## src/rtl/ps2_key_source_pkg.sv

```systemverilog
// Shared scancode, decoder-state and ASCII constants for the PS/2 keyboard front end,
// plus the set-2 to ASCII lookup used by the decoder.
package ps2_key_source_pkg;

    localparam logic [7:0] SC_BREAK  = 8'hF0;
    localparam logic [7:0] SC_EXT    = 8'hE0;
    localparam logic [7:0] SC_LSHIFT = 8'h12;
    localparam logic [7:0] SC_RSHIFT = 8'h59;
    localparam logic [7:0] SC_ENTER  = 8'h5A;
    localparam logic [7:0] SC_BKSP   = 8'h66;
    localparam logic [7:0] SC_SPACE  = 8'h29;

    localparam logic [1:0] ST_IDLE    = 2'd0;
    localparam logic [1:0] ST_EXT     = 2'd1;
    localparam logic [1:0] ST_BREAK   = 2'd2;
    localparam logic [1:0] ST_EXT_BRK = 2'd3;

    localparam logic [7:0] ASC_SPACE = 8'h20;
    localparam logic [7:0] ASC_BKSP  = 8'h08;
    localparam logic [7:0] ASC_CR    = 8'h0D;
    localparam logic [7:0] ASC_LC_A  = 8'h61;
    localparam logic [7:0] ASC_ZERO  = 8'h30;
    localparam logic [7:0] ASC_CASE  = 8'h20;

    typedef struct packed {
        logic       hit;
        logic [7:0] ch;
    } map_t;

    function automatic map_t ascii_map(input logic [7:0] code, input logic shift);
        map_t       r;
        logic       letter;
        logic [4:0] li;
        logic [3:0] di;
        logic       digit;
        r.hit  = 1'b1;
        r.ch   = 8'h00;
        letter = 1'b1;
        digit  = 1'b0;
        li     = 5'd0;
        di     = 4'd0;
        case (code)
            8'h1C: li = 5'd0;
            8'h32: li = 5'd1;
            8'h21: li = 5'd2;
            8'h23: li = 5'd3;
            8'h24: li = 5'd4;
            8'h2B: li = 5'd5;
            8'h34: li = 5'd6;
            8'h33: li = 5'd7;
            8'h43: li = 5'd8;
            8'h3B: li = 5'd9;
            8'h42: li = 5'd10;
            8'h4B: li = 5'd11;
            8'h3A: li = 5'd12;
            8'h31: li = 5'd13;
            8'h44: li = 5'd14;
            8'h4D: li = 5'd15;
            8'h15: li = 5'd16;
            8'h2D: li = 5'd17;
            8'h1B: li = 5'd18;
            8'h2C: li = 5'd19;
            8'h3C: li = 5'd20;
            8'h2A: li = 5'd21;
            8'h1D: li = 5'd22;
            8'h22: li = 5'd23;
            8'h35: li = 5'd24;
            8'h1A: li = 5'd25;
            default: letter = 1'b0;
        endcase
        if (!letter) begin
            digit = 1'b1;
            case (code)
                8'h45: di = 4'd0;
                8'h16: di = 4'd1;
                8'h1E: di = 4'd2;
                8'h26: di = 4'd3;
                8'h25: di = 4'd4;
                8'h2E: di = 4'd5;
                8'h36: di = 4'd6;
                8'h3D: di = 4'd7;
                8'h3E: di = 4'd8;
                8'h46: di = 4'd9;
                default: digit = 1'b0;
            endcase
        end
        if (letter) begin
            r.ch = ASC_LC_A + {3'b000, li};
            if (shift) r.ch = r.ch - ASC_CASE;
        end else if (digit) begin
            r.ch = ASC_ZERO + {4'b0000, di};
        end else if (code == SC_SPACE) begin
            r.ch = ASC_SPACE;
        end else if (code == SC_BKSP) begin
            r.ch = ASC_BKSP;
        end else if (code == SC_ENTER) begin
            r.ch = ASC_CR;
        end else begin
            r.hit = 1'b0;
        end
        return r;
    endfunction

endpackage

```

## src/rtl/ps2_key_source_rx.sv

```systemverilog
// PS/2 device-to-host frame receiver: synchronisers, falling-edge detect, 11-bit frame
// shifter with odd-parity/stop check, and a mid-frame inactivity timeout.
module ps2_key_source_rx #(
    parameter int SYNC_STAGES = 2,
    parameter int TIMEOUT     = 50000
) (
    input  logic       clk,
    input  logic       rst,
    input  logic       ps2_clk,
    input  logic       ps2_data,
    output logic [7:0] rx_byte,
    output logic       byte_ok,
    output logic       err
);

    localparam int TW = $clog2(TIMEOUT + 1);
    localparam logic [TW-1:0] T_LAST = TW'(TIMEOUT - 1);

    logic [SYNC_STAGES-1:0] clk_sync;
    logic [SYNC_STAGES-1:0] dat_sync;
    logic                   clk_q;
    logic                   fall;
    logic                   din;
    logic [3:0]             cnt;
    logic [7:0]             shreg;
    logic                   par;
    logic [TW-1:0]          tcnt;

    // Lines idle high, so synchronisers reset to 1 to avoid a false edge out of reset.
    always_ff @(posedge clk or posedge rst) begin
        if (rst) begin
            clk_sync <= '1;
            dat_sync <= '1;
            clk_q    <= 1'b1;
        end else begin
            clk_sync <= {clk_sync[SYNC_STAGES-2:0], ps2_clk};
            dat_sync <= {dat_sync[SYNC_STAGES-2:0], ps2_data};
            clk_q    <= clk_sync[SYNC_STAGES-1];
        end
    end

    assign fall    = clk_q & ~clk_sync[SYNC_STAGES-1];
    assign din     = dat_sync[SYNC_STAGES-1];
    assign rx_byte = shreg;

    always_ff @(posedge clk or posedge rst) begin
        if (rst) begin
            cnt     <= 4'd0;
            shreg   <= 8'h00;
            par     <= 1'b0;
            tcnt    <= '0;
            byte_ok <= 1'b0;
            err     <= 1'b0;
        end else begin
            byte_ok <= 1'b0;
            err     <= 1'b0;
            if (fall) begin
                tcnt <= '0;
                if (cnt == 4'd0) begin
                    if (!din) cnt <= 4'd1;
                end else if (cnt <= 4'd8) begin
                    shreg <= {din, shreg[7:1]};
                    cnt   <= cnt + 4'd1;
                end else if (cnt == 4'd9) begin
                    par <= din;
                    cnt <= 4'd10;
                end else begin
                    cnt <= 4'd0;
                    if (din && (^{shreg, par})) byte_ok <= 1'b1;
                    else                        err     <= 1'b1;
                end
            end else if (cnt != 4'd0) begin
                if (tcnt == T_LAST) begin
                    err  <= 1'b1;
                    cnt  <= 4'd0;
                    tcnt <= '0;
                end else begin
                    tcnt <= tcnt + 1'b1;
                end
            end else begin
                tcnt <= '0;
            end
        end
    end

endmodule

```

## src/rtl/ps2_key_source.sv

```systemverilog
// PS/2 keyboard front end: set-2 make/break/E0 decoder with shift tracking that strobes
// host_enable once per printable key press, with the ASCII held on data.
module ps2_key_source
    import ps2_key_source_pkg::*;
#(
    parameter int SYNC_STAGES = 2,
    parameter int TIMEOUT     = 50000
) (
    input  logic       clk50,
    input  logic       reset,
    input  logic       ps2_clk,
    input  logic       ps2_data,
    output logic [7:0] data,
    output logic       host_enable,
    output logic [7:0] scan_code,
    output logic       frame_err
);

    logic [7:0] rx_byte;
    logic       byte_ok;
    logic       rx_err;
    logic [1:0] state;
    logic       shift;
    map_t       m;

    ps2_key_source_rx #(
        .SYNC_STAGES(SYNC_STAGES),
        .TIMEOUT    (TIMEOUT)
    ) u_rx (
        .clk     (clk50),
        .rst     (reset),
        .ps2_clk (ps2_clk),
        .ps2_data(ps2_data),
        .rx_byte (rx_byte),
        .byte_ok (byte_ok),
        .err     (rx_err)
    );

    assign m         = ascii_map(rx_byte, shift);
    // rx_err is already a registered one-cycle strobe, exclusive with byte_ok.
    assign frame_err = rx_err;

    always_ff @(posedge clk50 or posedge reset) begin
        if (reset) begin
            state       <= ST_IDLE;
            shift       <= 1'b0;
            data        <= 8'h00;
            host_enable <= 1'b0;
            scan_code   <= 8'h00;
        end else begin
            host_enable <= 1'b0;
            if (byte_ok) begin
                scan_code <= rx_byte;
                case (state)
                    ST_IDLE: begin
                        if (rx_byte == SC_BREAK) begin
                            state <= ST_BREAK;
                        end else if (rx_byte == SC_EXT) begin
                            state <= ST_EXT;
                        end else if (rx_byte == SC_LSHIFT || rx_byte == SC_RSHIFT) begin
                            shift <= 1'b1;
                        end else if (m.hit) begin
                            data        <= m.ch;
                            host_enable <= 1'b1;
                        end
                    end
                    ST_EXT: begin
                        state <= (rx_byte == SC_BREAK) ? ST_EXT_BRK : ST_IDLE;
                    end
                    ST_BREAK: begin
                        if (rx_byte == SC_LSHIFT || rx_byte == SC_RSHIFT) shift <= 1'b0;
                        state <= ST_IDLE;
                    end
                    default: begin
                        state <= ST_IDLE;
                    end
                endcase
            end
        end
    end

endmodule

```

## config.mk

```make
export PLATFORM = sky130hd
export DESIGN_NAME = ps2_key_source
export DESIGN_NICKNAME = d
export VERILOG_FILES = /design/src/rtl/ps2_key_source_pkg.sv /design/src/rtl/ps2_key_source_rx.sv /design/src/rtl/ps2_key_source.sv
export SDC_FILE = /design/constraint.sdc
export NUM_CORES = 1
export LEC_CHECK = 0
export BUFFER_PORTS_ARGS = -buffer_cell sky130_fd_sc_hd__buf_2
export CORE_ASPECT_RATIO = 1.2
export CORE_UTILIZATION = 61
export CTS_CLUSTER_SIZE = 24
export DETAILED_ROUTE_END_ITERATION = 8
export PLACE_DENSITY = 0.8
export SLEW_MARGIN = 20
export SYNTH_ARGS = -nofsm -noshare
export SYNTH_HDL_FRONTEND = slang
export SYNTH_SLANG_ARGS = --single-unit
```

## constraint.sdc

```tcl
create_clock -name clk50 -period 2.5 [get_ports clk50]
set_input_delay 0.25 -clock clk50 [delete_from_list [all_inputs] [get_ports clk50]]
set_output_delay 0.25 -clock clk50 [all_outputs]
set_load 0.03 [all_outputs]
```

==> results.toml, run 1 <==
[detailed_routing]
drt-initial-drc-count = 205
post_drt_wl_per_cell_um = 16.64
wl_um = 7669
viasPerCell = 6.017
drc = 2
routed-via-count = 2774
dr.pass1.iters = 6
detail-route-antenna-nets = 0

[placement]
dp_slack_ns = 0.09908
dpl.hpwl_um = 5716
gp_congestion = 0.9551
portBuffers = 21
dp_cells = 452

[floorplanning]
fp.dieH_um = 84.41
die_w_um = 70.67
rows = 29
dieArea_um2 = 5965
core_um2 = 5370
start_util_pct = 64.28
pin_count = 22

[synthesis]
synth_top_area_share_pct = 36.97
yosys-top-cells-count = "51 x dfrtp_1, 41 x nor2_1, 25 x nand2_1"
synth.most_common_cell = "dfrtp_1"
ys_ff_latch = 56
async_flop_share_pct = 100.0
ys_seq_area_share_pct = 40.78
synth_ff_type = "dfrtp_1"
netlist_area_um2 = 3452
synthTopCellsByArea = "dfrtp_1 37%, mux2_2 5.5%, nor2_1 4.5%"
yosys.area.top_type = "dfrtp_1"
syn_area_per_cell_um2 = 9.643
synth_cell_types = 76
ys_warn_count = 0
synth_edf_count = 0
synth_cells = 358

[sta]
maxSlewHeadroom_pct = 66.27
slew_violations = 0
finalCritPeriodShare_pct = 95.63
max_freq_mhz = 418.3
worstMarginPinSlew_ns = 0.5059
clock_skew_ns = 0.009452
setup_ws_ns = 0.1092
rsz0062_at_grt = "no"
finalSetupViolCount = 0
hold_viol_final = 0
post-route-min-period_ns = 2.391
fin_setup_tns_ns = 0

[worst_setup_path]
cp-endpoint = "data[2]"
worstSetupPathType = "flip-flop to flip-flop"
critPathLaunchType = "flip-flop"
r2r_cells = 9
reg2reg_to = "data[2]"
rrSetupSlack_ns = 0.11
crit_arrival_ns = 2.60
worst_setup_path_end_kind = "flip-flop"
required_ns = 2.71
crit_fanout = 11
crit_start = "u_rx.rx_byte[4]"
r2r_start = "u_rx.rx_byte[4]"

[layout]
stdcell_count = 461
num_antenna_cells = 0
fill_cells = 394
fin_nets = 408
drive_gt1_share_pct = 27.82
multi_input_area_um2 = 1916
seq_area_um2 = 1411
syn_to_final_growth_pct = 12.79

[global_routing]
gr-usage-met1_pct = 33.97
first_global_vias = 2833
gr-total-overflow = 0
grt_pass1_wl_um = 13080
grt_most_used_layer = "met2"
track_usage_pct = 27.97
met3_usage_pct = 3.842
grt_antenna_before_repair = 0
use_met2_pct = 49.51
grt_start_max_net_pins = 42

[cts]
tritoncts = "yes"
htreeDepth = 2
cts.sinks = 56
clkLatencyLatePin_ns = 0.31
clock_path_buffers = 2
cts_setup_buffers = 0
clkTransAtPathRegs_ns = 0.10
clockRootBuffer = "clkbuf_8"
numCtsBuffers = 5

[power_and_ir_drop]
p_leak_nw = 1.798
ir_drop_uv = 580.9
powerDensity_nw_per_um2 = 748.3

[run]
drv_cap = 0

[worst_hold_path]
hold_path_class = "input port to flip-flop"

[status]
violations = "DRC"
status = "finished with violations"
## worst min-delay path by stage
stage                   from               end  cells after the start
detailed placement     reset      scan_code[4]                      2
finish               ps2_clk  u_rx.clk_sync[0]                      1
floorplan            ps2_clk  u_rx.clk_sync[0]                      0
global placement       reset      scan_code[4]                      2
global route        ps2_data  u_rx.dat_sync[0]                      1
CTS                  ps2_clk  u_rx.clk_sync[0]                      1
## cell families after synthesis
kind of cell	Yosys count	synth area share (%)
xor gates and xnor gates	22	5.582
buffers and inverters	31	4.277
AOI/OAI and AO/OA	68	14.97
DFF	56	40.78
other	1	0.1086
adders and majority gates	7	2.465
and+or+nand+nor	152	24.68
muxes	21	7.140
## layout make-up
| type | instances | share of cell area, % |
|---|---|---|
| Clock buffer | 5 | 1.767 |
| Clock inverter | 3 | 0.5784 |
| Inverter | 10 | 0.9640 |
| Multi-Input combinational cell | 272 | 49.20 |
| Sequential cell | 56 | 36.25 |
| Tap cell | 62 | 1.992 |
| Timing Repair Buffer | 53 | 9.255 |
## state kept, by name (all words and copies together) (netlist names)
register       flops
u_rx.rx_byte       8
u_rx.clk_q         1
shift              1
host_enable        1
u_rx.dat_sync      2
u_rx.byte_ok       1
data               8
u_rx.err           1
u_rx.tcnt         16
u_rx.cnt           4
state              2
u_rx.par           1
scan_code          8
u_rx.clk_sync      2
## power by group
group          total (mW)  leakage (nW)  internal (mW)  switching (mW)
registers            1.12         0.753          0.986           0.138
clock network       0.498        0.0485          0.201           0.297
logic                1.29         0.996          0.552           0.740
## routing by layer
layer / vias to the layer above / wire (um)
met4: 0 / 242
met3: 22 / 213
met5: - / 0
met2: 58 / 3920
li1: 1357 / -
met1: 1337 / 3293
## layout by cell type (no fill, tap or decap), types with 3 or more instances in the layout
cell type,instances
clkbuf_8,5
mux2_2,17
dfstp_2,5
nor3_1,7
a32o_1,3
xnor2_1,12
nor2b_1,12
ha_1,6
nand3_1,12
inv_1,7
a21oi_1,11
o21ai_0,10
buf_2,21
nor4_1,3
nand4_1,8
a31oi_1,7
xor2_1,10
nand2b_1,10
buf_4,30
mux2_4,3
inv_2,3
dfrtp_1,48
a22o_1,3
o211ai_1,3
o21ai_1,4
nand2_1,25
dfrtp_2,3
nand3b_1,3
nor2_1,41
and3_1,5
## metrics by stage
stage / instance area, um2 / total power, mW / utilization (%) / hold slack, ns
floorplan: 3456 / 2.021 / - / 0.2545
global placement: 3774 / 2.372 / 70.27 / 0.2159
detailed placement: 3774 / 2.396 / 70.27 / 0.2225
CTS: 3875 / 2.895 / 72.16 / 0.02172
global route: 3894 / 3.094 / 72.51 / 0.01403
finish: 3894 / 2.914 / 72.51 / 0.03291
## repair_timing
item                                    CTS  global route
endpoints found under the hold margin    15             0
gates resized for setup                   0             7
hold buffers                              1             0
endpoints found under the setup margin    0             4
## critical path: stages, from the launching register on
cell and delay (ns):
dfrtp_1 0.46, buf_4 0.21, nor4b_1 0.25, buf_4 0.19, o21ai_1 0.06, a21o_1 0.24
a31oi_4 0.22, o31ai_4 0.14, buf_4 0.18, a221o_1 0.33
(Power assumes the default switching activity.)
==> run 2: changes to the inputs <==
- BUFFER_PORTS_ARGS: -buffer_cell sky130_fd_sc_hd__buf_2 -> not set
- CORE_UTILIZATION: 61 -> 64
- DONT_BUFFER_PORTS: not set -> 1
==> run 2 against run 1 <==
Compared with the run above: critical path depth is 1 lower; wire length is 3.7% lower; sequential power hardly changed; utilization is 2.9 points higher; register-to-register slack worse by 0.02 ns; sequential share of layout area is 0.84 points higher; the flow now finishes without violations; via count is 2.8% lower; worst hold slack better by 0.31 ns; final cell count is 4.3% lower; global-route usage is 0.21 points lower; count of clock-buffer cells in the layout stayed put.
==> results.toml, run 2 (synthesis gave the netlist of run 1 again) <==
[detailed_routing]
dr.pass1.iters = 4
post_drt_wl_per_cell_um = 16.75
routed-via-count = 2697
viasPerCell = 6.116
wl_um = 7388
detail-route-antenna-nets = 0
drt-initial-drc-count = 197
drc = 0

[cts]
clkTransAtPathRegs_ns = 0.10
clock_path_buffers = 2
tritoncts = "yes"
clockRootBuffer = "clkbuf_8"
cts.sinks = 56
numCtsBuffers = 5
clkLatencyLatePin_ns = 0.31
htreeDepth = 2

[worst_setup_path]
worst_path_max_delay_cell = "dfrtp_1"
r2r_cells = 8
cp-endpoint = "data[2]"
worstSetupPathType = "flip-flop to flip-flop"
reg2reg_to = "data[2]"
r2r_start = "u_rx.rx_byte[6]"
cpPeakStageDelay_ns = 0.48
crit_fanout = 8
critPathLaunchType = "flip-flop"
rrSetupSlack_ns = 0.09
path_cells = "or3b_4, nor2_2, o21ai_1, a21o_1, a31oi_4, o31ai_4, buf_4, a221o_1"
worst_setup_path_end_kind = "flip-flop"
crit_start = "u_rx.rx_byte[6]"
crit_arrival_ns = 2.62
required_ns = 2.70

[sta]
worstMarginPinSlew_ns = 1.089
slew_violations = 0
max_freq_mhz = 414.4
hold_viol_final = 0
maxSlewHeadroom_pct = 26.95
clock_skew_ns = 0.008766
finalSetupViolCount = 0
post-route-min-period_ns = 2.413
fin_setup_tns_ns = 0
finalCritPeriodShare_pct = 96.53

[layout]
final_common_cell = "dfrtp_1"
final_cell_mix = "49 x dfrtp_1, 41 x nor2_1, 32 x buf_4"
largest_register_ffs = 16
fin_nets = 390
drive_gt1_share_pct = 23.36
num_antenna_cells = 0
fin_util_pct = 75.37
syn_to_final_growth_pct = 10.15
regMostFlops = "u_rx.tcnt"
fill_cells = 350

[power_and_ir_drop]
p_leak_nw = 1.699
ir_drop_uv = 546.4
powerDensity_nw_per_um2 = 769.0

[floorplanning]
fp.dieH_um = 82.45
pin_count = 22
dieArea_um2 = 5693
start_util_pct = 68.43
core_um2 = 5045
rows = 28
die_w_um = 69.05

[global_routing]
grt_start_max_net_pins = 25
grt_antenna_before_repair = 0
track_usage_pct = 27.76
gr-total-overflow = 0
first_global_vias = 2658
grt_pass1_wl_um = 12450

[placement]
portBuffers = 0
dpl.hpwl_um = 5560
gp_congestion = 0.8913

[worst_hold_path]
hold_path_class = "input port to async pin"

[run]
drv_cap = 0

[status]
status = "finished, final reports clean"
run 2: cell type report:
class                           instances  area [um2]  share of cell area, %
Clock buffer                            5       68.82                  1.810
Clock inverter                          3       26.28                 0.6910
Inverter                               10       37.54                 0.9872
Multi-Input combinational cell        272        1914                  50.35
Sequential cell                        56        1410                  37.08
Tap cell                               60       75.07                  1.974
Timing Repair Buffer                   35       270.3                  7.108
run 2: per-stage QoR:
stage	area (um2)	hold WS (ns)	setup WS, ns	power, mW	cells
floorplan	3456	0.2545	0.1891	2.021	359
CTS	3786	0.3410	0.05960	2.915	441
global route	3802	0.3616	-0.01105	3.107	441
global placement	3661	0.1066	0.1329	2.369	430
finish	3802	0.3402	0.08687	2.924	441
detailed placement	3661	0.1131	0.09502	2.389	430
run 2: repair_timing:
action | CTS | global route
setup endpoints to repair | 0 | 3
endpoints found under the hold margin | 17 | 0
hold buffers | 3 | 0
setup buffers | 0 | 0
resized for setup | 0 | 5
run 2: worst min-delay path by stage:
stage | end | slack (ns)
CTS | state[1] | 0.34
global route | scan_code[7] | 0.36
floorplan | u_rx.clk_sync[0] | 0.25
global placement | scan_code[7] | 0.11
detailed placement | scan_code[7] | 0.11
finish | state[1] | 0.34
run 2: layer usage:
| metal | global-route usage [%] | part of all wire (%) | up-vias |
|---|---|---|---|
| met2 | 49.90 | 51 | 55 |
| met1 | 32.57 | 42 | 1303 |
| met5 | 0 | 0 | - |
| met4 | 12.24 | 3.2 | 0 |
| met3 | 5.583 | 3.6 | 18 |
| li1 | - | - | 1321 |
run 2: where the power goes:
group          switching (mW)  total [mW]  internal, mW
combinational           0.745        1.29         0.549
clock                   0.308       0.514         0.207
sequential              0.131        1.12         0.985
run 2: critical path: cells and delay by family (launching register included):
kind | cells | cell delay [ns]
compound gates | 5 | 1.02
buf+inv | 1 | 0.19
flops | 1 | 0.48
simple gates | 2 | 0.61
